[src/rtl/banco_fifos_vc_if.sv]
// ---------------------------------------------------------------------------
// banco_fifos_vc_if
//   Bundle of all per-channel signals between the packet source, the
//   pop/select counter stage and the four-channel FIFO bank.
//
//   Build option: FIFO_ERR_EN adds the sticky error flags err0..err3.
//
//   Modports
//     master : packet source / arbiter side (drives push, data_in, pop;
//              observes data_out, valid and the occupancy flags)
//     slave  : FIFO bank side (banco_fifos_vc)
//
//   Handshake: a push is taken when pushN is high and the channel is not
//   full (or a pop is taken in the same cycle); a pop is taken when popN is
//   high and the channel is not empty, and its word appears on data_outN
//   with validN high for exactly one cycle, one clock later.
// ---------------------------------------------------------------------------
interface banco_fifos_vc_if #(
    parameter int DATA_WIDTH = 10
);
    logic                  push0, push1, push2, push3;
    logic [DATA_WIDTH-1:0] data_in0, data_in1, data_in2, data_in3;
    logic                  pop0, pop1, pop2, pop3;
    logic [DATA_WIDTH-1:0] data_out0, data_out1, data_out2, data_out3;
    logic                  valid0, valid1, valid2, valid3;
    logic                  full0, full1, full2, full3;
    logic                  empty0, empty1, empty2, empty3;
    logic                  almost_full0, almost_full1, almost_full2, almost_full3;
    logic                  almost_empty0, almost_empty1, almost_empty2, almost_empty3;
`ifdef FIFO_ERR_EN
    logic                  err0, err1, err2, err3;
`endif

    modport master (
        output push0, push1, push2, push3,
        output data_in0, data_in1, data_in2, data_in3,
        output pop0, pop1, pop2, pop3,
        input  data_out0, data_out1, data_out2, data_out3,
        input  valid0, valid1, valid2, valid3,
        input  full0, full1, full2, full3,
        input  empty0, empty1, empty2, empty3,
        input  almost_full0, almost_full1, almost_full2, almost_full3,
`ifdef FIFO_ERR_EN
        input  err0, err1, err2, err3,
`endif
        input  almost_empty0, almost_empty1, almost_empty2, almost_empty3
    );

    modport slave (
        input  push0, push1, push2, push3,
        input  data_in0, data_in1, data_in2, data_in3,
        input  pop0, pop1, pop2, pop3,
        output data_out0, data_out1, data_out2, data_out3,
        output valid0, valid1, valid2, valid3,
        output full0, full1, full2, full3,
        output empty0, empty1, empty2, empty3,
        output almost_full0, almost_full1, almost_full2, almost_full3,
`ifdef FIFO_ERR_EN
        output err0, err1, err2, err3,
`endif
        output almost_empty0, almost_empty1, almost_empty2, almost_empty3
    );
endinterface

[src/rtl/banco_fifos_vc.sv]
// ---------------------------------------------------------------------------
// banco_fifos_vc
//   Four independent virtual-channel FIFOs (VC0..VC3) feeding the pop/select
//   counter stage. Each channel stores DATA_WIDTH-bit words, releases one
//   registered word per accepted pop (latency 1, validN pulse) and publishes
//   registered full/empty/almost_full/almost_empty flags computed from the
//   post-edge occupancy.
//
//   Build option: FIFO_ERR_EN -- when defined, errN goes sticky high the
//   cycle after a dropped push (push on full, no pop) or an ignored pop (pop
//   on empty) and clears only on reset. When undefined those events are
//   silently discarded and no err logic exists.
//
//   Ports
//     clk      in  rising-edge clock
//     reset_L  in  synchronous reset, active low
//     bus      banco_fifos_vc_if.slave: push/data_in/pop in, data_out/valid
//              and occupancy flags out, per channel 0..3
//
//   Parameters: ADDR_WIDTH sets DEPTH = 2**ADDR_WIDTH; the thresholds must
//   satisfy 0 <= ALMOST_EMPTY < ALMOST_FULL <= DEPTH.
// ---------------------------------------------------------------------------
module banco_fifos_vc #(
    parameter int DATA_WIDTH   = 10,
    parameter int ADDR_WIDTH   = 2,
    parameter int ALMOST_FULL  = 3,
    parameter int ALMOST_EMPTY = 1
) (
    input  logic                   clk,
    input  logic                   reset_L,
    banco_fifos_vc_if.slave        bus
);
    localparam int DEPTH = 1 << ADDR_WIDTH;
    localparam int OCC_W = ADDR_WIDTH + 1;

    localparam logic [OCC_W-1:0] DEPTH_OCC = OCC_W'(DEPTH);
    localparam logic [OCC_W-1:0] AF_OCC    = OCC_W'(ALMOST_FULL);
    localparam logic [OCC_W-1:0] AE_OCC    = OCC_W'(ALMOST_EMPTY);

    // Channel-indexed views of the interface so the datapath is one generate body.
    logic [3:0]            push, pop;
    logic [DATA_WIDTH-1:0] din  [4];
    logic [DATA_WIDTH-1:0] dout [4];
    logic [3:0]            valid, full, empty, afull, aempty;

    assign push = {bus.push3, bus.push2, bus.push1, bus.push0};
    assign pop  = {bus.pop3,  bus.pop2,  bus.pop1,  bus.pop0};
    assign din[0] = bus.data_in0;
    assign din[1] = bus.data_in1;
    assign din[2] = bus.data_in2;
    assign din[3] = bus.data_in3;

    assign bus.data_out0 = dout[0];
    assign bus.data_out1 = dout[1];
    assign bus.data_out2 = dout[2];
    assign bus.data_out3 = dout[3];
    assign {bus.valid3, bus.valid2, bus.valid1, bus.valid0} = valid;
    assign {bus.full3,  bus.full2,  bus.full1,  bus.full0}  = full;
    assign {bus.empty3, bus.empty2, bus.empty1, bus.empty0} = empty;
    assign {bus.almost_full3, bus.almost_full2, bus.almost_full1, bus.almost_full0} = afull;
    assign {bus.almost_empty3, bus.almost_empty2, bus.almost_empty1, bus.almost_empty0} = aempty;

`ifdef FIFO_ERR_EN
    logic [3:0] err;
    assign {bus.err3, bus.err2, bus.err1, bus.err0} = err;
`endif

    for (genvar ch = 0; ch < 4; ch++) begin : g_vc
        logic [DATA_WIDTH-1:0] mem [DEPTH];
        logic [ADDR_WIDTH-1:0] wr_ptr, rd_ptr;
        logic [OCC_W-1:0]      occ, occ_next;
        logic [DATA_WIDTH-1:0] dout_r;
        logic                  valid_r, full_r, empty_r, afull_r, aempty_r;
        logic                  push_ok, pop_ok;

        // Pop is evaluated first: a pop on a full channel frees the slot the
        // same-cycle push uses. A pop on an empty channel never falls through
        // to the word being pushed.
        always_comb begin
            pop_ok   = pop[ch] && !empty_r;
            push_ok  = push[ch] && (!full_r || pop_ok);
            occ_next = occ;
            if (push_ok && !pop_ok) begin
                occ_next = occ + OCC_W'(1);
            end else if (pop_ok && !push_ok) begin
                occ_next = occ - OCC_W'(1);
            end
        end

        // Storage carries no reset; stale words are unreachable once pointers clear.
        always_ff @(posedge clk) begin
            if (push_ok) begin
                mem[wr_ptr] <= din[ch];
            end
        end

        always_ff @(posedge clk) begin
            if (!reset_L) begin
                wr_ptr   <= '0;
                rd_ptr   <= '0;
                occ      <= '0;
                dout_r   <= '0;
                valid_r  <= 1'b0;
                full_r   <= 1'b0;
                empty_r  <= 1'b1;
                afull_r  <= 1'b0;
                aempty_r <= 1'b1;
            end else begin
                if (push_ok) begin
                    wr_ptr <= wr_ptr + ADDR_WIDTH'(1);
                end
                if (pop_ok) begin
                    rd_ptr <= rd_ptr + ADDR_WIDTH'(1);
                    dout_r <= mem[rd_ptr];
                end
                valid_r  <= pop_ok;
                occ      <= occ_next;
                // Flags come from occ_next so they match the post-edge occupancy.
                full_r   <= (occ_next == DEPTH_OCC);
                empty_r  <= (occ_next == '0);
                afull_r  <= (occ_next >= AF_OCC);
                aempty_r <= (occ_next <= AE_OCC);
            end
        end

        assign dout[ch]   = dout_r;
        assign valid[ch]  = valid_r;
        assign full[ch]   = full_r;
        assign empty[ch]  = empty_r;
        assign afull[ch]  = afull_r;
        assign aempty[ch] = aempty_r;

`ifdef FIFO_ERR_EN
        logic err_r;

        always_ff @(posedge clk) begin
            if (!reset_L) begin
                err_r <= 1'b0;
            end else if ((push[ch] && !push_ok) || (pop[ch] && !pop_ok)) begin
                err_r <= 1'b1;
            end
        end

        assign err[ch] = err_r;
`endif
    end

endmodule

[src/flat_wrapper.sv]
// flat-port wrapper written by rule: the top's interface ports become plain ports
module banco_fifos_vc_flat 
#(
    parameter int DATA_WIDTH   = 10,
    parameter int ADDR_WIDTH   = 2,
    parameter int ALMOST_FULL  = 3,
    parameter int ALMOST_EMPTY = 1
)
  (clk, reset_L, bus_push0, bus_push1, bus_push2, bus_push3, bus_data_in0, bus_data_in1, bus_data_in2, bus_data_in3, bus_pop0, bus_pop1, bus_pop2, bus_pop3, bus_data_out0, bus_data_out1, bus_data_out2, bus_data_out3, bus_valid0, bus_valid1, bus_valid2, bus_valid3, bus_full0, bus_full1, bus_full2, bus_full3, bus_empty0, bus_empty1, bus_empty2, bus_empty3, bus_almost_full0, bus_almost_full1, bus_almost_full2, bus_almost_full3, bus_almost_empty0, bus_almost_empty1, bus_almost_empty2, bus_almost_empty3);
  banco_fifos_vc_if #(.DATA_WIDTH(DATA_WIDTH)) bus_i ();
  input  logic clk;
  input  logic reset_L;
  input wire logic [$bits(bus_i.push0)-1:0] bus_push0;
  input wire logic [$bits(bus_i.push1)-1:0] bus_push1;
  input wire logic [$bits(bus_i.push2)-1:0] bus_push2;
  input wire logic [$bits(bus_i.push3)-1:0] bus_push3;
  input wire logic [$bits(bus_i.data_in0)-1:0] bus_data_in0;
  input wire logic [$bits(bus_i.data_in1)-1:0] bus_data_in1;
  input wire logic [$bits(bus_i.data_in2)-1:0] bus_data_in2;
  input wire logic [$bits(bus_i.data_in3)-1:0] bus_data_in3;
  input wire logic [$bits(bus_i.pop0)-1:0] bus_pop0;
  input wire logic [$bits(bus_i.pop1)-1:0] bus_pop1;
  input wire logic [$bits(bus_i.pop2)-1:0] bus_pop2;
  input wire logic [$bits(bus_i.pop3)-1:0] bus_pop3;
  output wire logic [$bits(bus_i.data_out0)-1:0] bus_data_out0;
  output wire logic [$bits(bus_i.data_out1)-1:0] bus_data_out1;
  output wire logic [$bits(bus_i.data_out2)-1:0] bus_data_out2;
  output wire logic [$bits(bus_i.data_out3)-1:0] bus_data_out3;
  output wire logic [$bits(bus_i.valid0)-1:0] bus_valid0;
  output wire logic [$bits(bus_i.valid1)-1:0] bus_valid1;
  output wire logic [$bits(bus_i.valid2)-1:0] bus_valid2;
  output wire logic [$bits(bus_i.valid3)-1:0] bus_valid3;
  output wire logic [$bits(bus_i.full0)-1:0] bus_full0;
  output wire logic [$bits(bus_i.full1)-1:0] bus_full1;
  output wire logic [$bits(bus_i.full2)-1:0] bus_full2;
  output wire logic [$bits(bus_i.full3)-1:0] bus_full3;
  output wire logic [$bits(bus_i.empty0)-1:0] bus_empty0;
  output wire logic [$bits(bus_i.empty1)-1:0] bus_empty1;
  output wire logic [$bits(bus_i.empty2)-1:0] bus_empty2;
  output wire logic [$bits(bus_i.empty3)-1:0] bus_empty3;
  output wire logic [$bits(bus_i.almost_full0)-1:0] bus_almost_full0;
  output wire logic [$bits(bus_i.almost_full1)-1:0] bus_almost_full1;
  output wire logic [$bits(bus_i.almost_full2)-1:0] bus_almost_full2;
  output wire logic [$bits(bus_i.almost_full3)-1:0] bus_almost_full3;
  output wire logic [$bits(bus_i.almost_empty0)-1:0] bus_almost_empty0;
  output wire logic [$bits(bus_i.almost_empty1)-1:0] bus_almost_empty1;
  output wire logic [$bits(bus_i.almost_empty2)-1:0] bus_almost_empty2;
  output wire logic [$bits(bus_i.almost_empty3)-1:0] bus_almost_empty3;
  assign bus_i.push0 = bus_push0;
  assign bus_i.push1 = bus_push1;
  assign bus_i.push2 = bus_push2;
  assign bus_i.push3 = bus_push3;
  assign bus_i.data_in0 = bus_data_in0;
  assign bus_i.data_in1 = bus_data_in1;
  assign bus_i.data_in2 = bus_data_in2;
  assign bus_i.data_in3 = bus_data_in3;
  assign bus_i.pop0 = bus_pop0;
  assign bus_i.pop1 = bus_pop1;
  assign bus_i.pop2 = bus_pop2;
  assign bus_i.pop3 = bus_pop3;
  assign bus_data_out0 = bus_i.data_out0;
  assign bus_data_out1 = bus_i.data_out1;
  assign bus_data_out2 = bus_i.data_out2;
  assign bus_data_out3 = bus_i.data_out3;
  assign bus_valid0 = bus_i.valid0;
  assign bus_valid1 = bus_i.valid1;
  assign bus_valid2 = bus_i.valid2;
  assign bus_valid3 = bus_i.valid3;
  assign bus_full0 = bus_i.full0;
  assign bus_full1 = bus_i.full1;
  assign bus_full2 = bus_i.full2;
  assign bus_full3 = bus_i.full3;
  assign bus_empty0 = bus_i.empty0;
  assign bus_empty1 = bus_i.empty1;
  assign bus_empty2 = bus_i.empty2;
  assign bus_empty3 = bus_i.empty3;
  assign bus_almost_full0 = bus_i.almost_full0;
  assign bus_almost_full1 = bus_i.almost_full1;
  assign bus_almost_full2 = bus_i.almost_full2;
  assign bus_almost_full3 = bus_i.almost_full3;
  assign bus_almost_empty0 = bus_i.almost_empty0;
  assign bus_almost_empty1 = bus_i.almost_empty1;
  assign bus_almost_empty2 = bus_i.almost_empty2;
  assign bus_almost_empty3 = bus_i.almost_empty3;
  banco_fifos_vc #(.DATA_WIDTH(DATA_WIDTH), .ADDR_WIDTH(ADDR_WIDTH), .ALMOST_FULL(ALMOST_FULL), .ALMOST_EMPTY(ALMOST_EMPTY)) u_core (.clk(clk), .reset_L(reset_L), .bus(bus_i));
endmodule
[config.mk]
export PLATFORM = sky130hd
export DESIGN_NAME = banco_fifos_vc_flat
export DESIGN_NICKNAME = d
export VERILOG_FILES = /design/src/rtl/banco_fifos_vc_if.sv /design/src/rtl/banco_fifos_vc.sv /design/src/flat_wrapper.sv
export SDC_FILE = /design/constraint.sdc
export NUM_CORES = 1
export LEC_CHECK = 0
export BUFFER_PORTS_ARGS = -buffer_cell sky130_fd_sc_hd__buf_2
export CAP_MARGIN = 20
export CORE_ASPECT_RATIO = 1.5
export CORE_UTILIZATION = 50
export DETAILED_ROUTE_END_ITERATION = 16
export HOLD_SLACK_MARGIN = 0.12
export PLACE_DENSITY_LB_ADDON = 0.12
export SETUP_SLACK_MARGIN = 0.4
export SLEW_MARGIN = 20
export SYNTH_ARGS = -nofsm -noshare
export SYNTH_HDL_FRONTEND = slang
export SYNTH_SLANG_ARGS = --single-unit
export TNS_END_PERCENT = 20
[constraint.sdc]
create_clock -name clk -period 3.2 [get_ports clk]
set_input_delay 0.48 -clock clk [delete_from_list [all_inputs] [get_ports clk]]
set_output_delay 0.48 -clock clk [all_outputs]
set_load 0.02 [all_outputs]
==> key figures <==
Status
  – Status: finished clean

Clock network
  – Clk_lat worst skew: 510 ps
  – Clk sink count: 248
  – Clk root buf: clkbuf_16
  – CTS max path bufs: 3
  – CTS Buf Count: 23
  – Post-CTS sizing: 0
  – CTS tree: yes
  – Reg clk slew, reported paths: 70 ps
  – Post-CTS Hold Buffers: 0
  – Post-CTS setup buffers: 0
  – Htree depth: 1

Placed design
  – HPWL Detailed: 12200 um
  – Final GP Congestion: 0.743
  – IO buf count: 109
  – Dpl cell area: 10400 um2

GRT
  – Number of global-route vias before repair: 5409
  – First-pass GRT wire length: 27200 um
  – Initial antenna violation count: 0
  – GRT Residual Overflow: 0
  – Total Routing Usage GR: 17.7%
  – Largest net degree at the start of global routing: 54

Synthesis
  – Top_reg_cell synth: edfxtp_1
  – Async SR Flop Fraction: 0%
  – Largest area contributor in the netlist: edfxtp_1
  – Synthesized area: 9620 um2
  – Seq/Total Area, Yosys: 68.3%
  – Count of different cell masters after synthesis: 31
  – Register bit total from synthesis: 248
  – EDFF count, synth: 160
  – Post-Syn Instances: 624
  – Synth warn: 0
  – Post-synth top area share: 50.0%
  – Syn_nets: 698
  – Most common cell in the synthesized netlist: edfxtp_1
  – Top post-synthesis cells by area: edfxtp_1 (50%), dfxtp_1 (18%), mux4_2 (9.4%)
  – Syn_area_per_cell: 15.4 um2
  – Top cells by count, synth: edfxtp_1 (160), dfxtp_1 (88), nand2_1 (85)

Finish
  – Fillcell total: 1507
  – Synth-to-Final Area Change: 15.8%
  – NumNets Final: 812
  – Share of cells above drive strength 1: 27.4%
  – Final Cell Area: 11100 um2
  – Final antenna diode count: 0

Power
  – Max rail drop VDD: 595 uV
  – PD cells: 716 nW/um2
  – Power, Total: 0.00797 W
  – Lkg Pwr: 4.05 nW

Die
  – Die Span Y: 172 um
  – Die Width: 115 um
  – Die area: 19800 um2
  – Row count: 61
  – Starting Density: 51.4%
  – Top-Level Pins: 110
  – CORE AREA: 18700 um2

Drt
  – WL/cell: 16.5 um
  – Via count: 5124
  – Routed Antenna Nets: 0
  – DR vias/cell: 5.09
  – Initial DRC count: 237
  – Initial DRT Pass Iterations: 4
  – DR DRC count: 0
  – WL final: 16700 um

Critical path
  – WS Path Type: reg -> reg
  – Slowest cell delay on critical path: 530 ps
  – CP cell instances: nand2b_1 > a21boi_1 > and2_1
  – Critical-path top delay cell: a21boi_1
  – CP endpoint kind: flip-flop
  – Startpoint types: flip-flop
  – Critical path arrival: 2330 ps
  – Worst-path fanout max: 14
  – Critical Path RT: 3340 ps
  – CP top delay family: simple AND/OR/NAND/NOR gates
  – Crit path buffers/inverters: 0

STA
  – Final hold vios: 0
  – Rel. slew slack: 46.9%
  – RSZ-0062 raised after global routing: no
  – Max Clk Rate: 457 MHz
  – Worst-Margin Slew: 796 ps
  – Final Cycle Share: 68.5%
  – Setup TNS: 0 ps
  – Slew Limit Fails: 0
  – Final min period: 2190 ps
  – Clock skew: 12.5 ps
  – Final setup viols: 0

Worst hold path
  – Worst Hold Class: in -> reg

Job
  – Max Cap Viol: 0
==> cell usage in the layout (no fill, tap or decap), types with 2 or more instances in the layout <==
cell / count
edfxtp_1: 160
buf_2: 109
dfxtp_1: 88
nand2_1: 85
and2_1: 45
mux4_2: 40
a21boi_0: 40
ha_1: 24
clkbuf_16: 23
xnor2_1: 20
inv_1: 16
nor2b_1: 13
a21oi_1: 12
clkinv_1: 7
buf_4: 6
nand2b_1: 5
o21ai_0: 5
a21boi_1: 4
mux2i_1: 4
nor3b_1: 4
nor4bb_1: 4
a31oi_1: 4
nor2_1: 4
clkinv_2: 4
nor2b_4: 3
mux2_4: 3
mux2_2: 3
or2_4: 3
o21ai_2: 3
nor2b_2: 3
inv_6: 2
bufinv_16: 2
==> cell families after synthesis <==
family                   share of synthesized area [%]
flip-flops                                        68.3
multiplexers                                      10.6
AND/OR/NAND/NOR                                   9.34
buffers and inverters                             1.81
adder cells (fa/ha/maj)                           3.12
XOR/XNOR                                          1.82
AO/OA/AOI/OAI                                     5.02
==> layout make-up <==
cell class	count	area (um2)	share of cell area (%)
inverter	16	60.1	0.539
timing repair buffer	115	591	5.30
multi-input combinational	334	2880	25.8
clock inverter	17	136	1.22
sequential	248	6570	59.0
tap	252	315	2.83
clock buffer	25	593	5.32
==> metal layers <==
metal  routed length [um]  global-route usage (%)
met2                 8750                    32.3
met5                    0                       0
met1                 6810                    21.3
met4                  428                    5.76
met3                  675                    2.66
==> worst paths after layout <==
| path | slack (ps) | end | from | cells after the start |
|---|---|---|---|---|
| worst max-delay path | 1010 | u_core.g_vc[2].mem[3][6] | u_core.bus.empty2 | 3 |
| worst min-delay path | 200 | u_core.g_vc[1].mem[1][4] | bus_data_in1[4] | 1 |
| worst max register to register | 1010 | u_core.g_vc[2].mem[3][6] | u_core.bus.empty2 | 3 |
| worst min register to register | 460 | u_core.bus.data_out3[5] | u_core.bus.data_out3[5] | 2 |
==> registers in the layout, summed over array words and instances, names as in the netlist, 8 cells and up <==
register,count
u_core.g_vc.wr_ptr,8
u_core.bus.data_out2,10
u_core.bus.data_out0,10
u_core.g_vc.mem,160
u_core.bus.data_out1,10
u_core.g_vc.occ,12
u_core.g_vc.rd_ptr,8
u_core.bus.data_out3,10
==> metrics by stage <==
| stage | cells | util [%] | hold WS (ps) | setup slack [ps] |
|---|---|---|---|---|
| CTS | 1007 | 59.6 | 174 | 938 |
| floorplan | 624 | - | 541 | 1480 |
| global route | 1007 | 59.6 | 181 | 817 |
| finish | 1007 | 59.6 | 199 | 1010 |
| global placement | 965 | 55.7 | 451 | 922 |
| detailed placement | 965 | 55.7 | 457 | 792 |
==> power breakdown <==
part	leakage, nW	switching, W	internal, W	total [W]
logic	1.50	0.000734	0.000642	0.00138
clock network	0.356	0.00112	0.00150	0.00262
registers	2.19	0.000227	0.00375	0.00397
total	4.05	0.00208	0.00589	0.00797
Note: power is estimated with default switching activity, not from simulation.
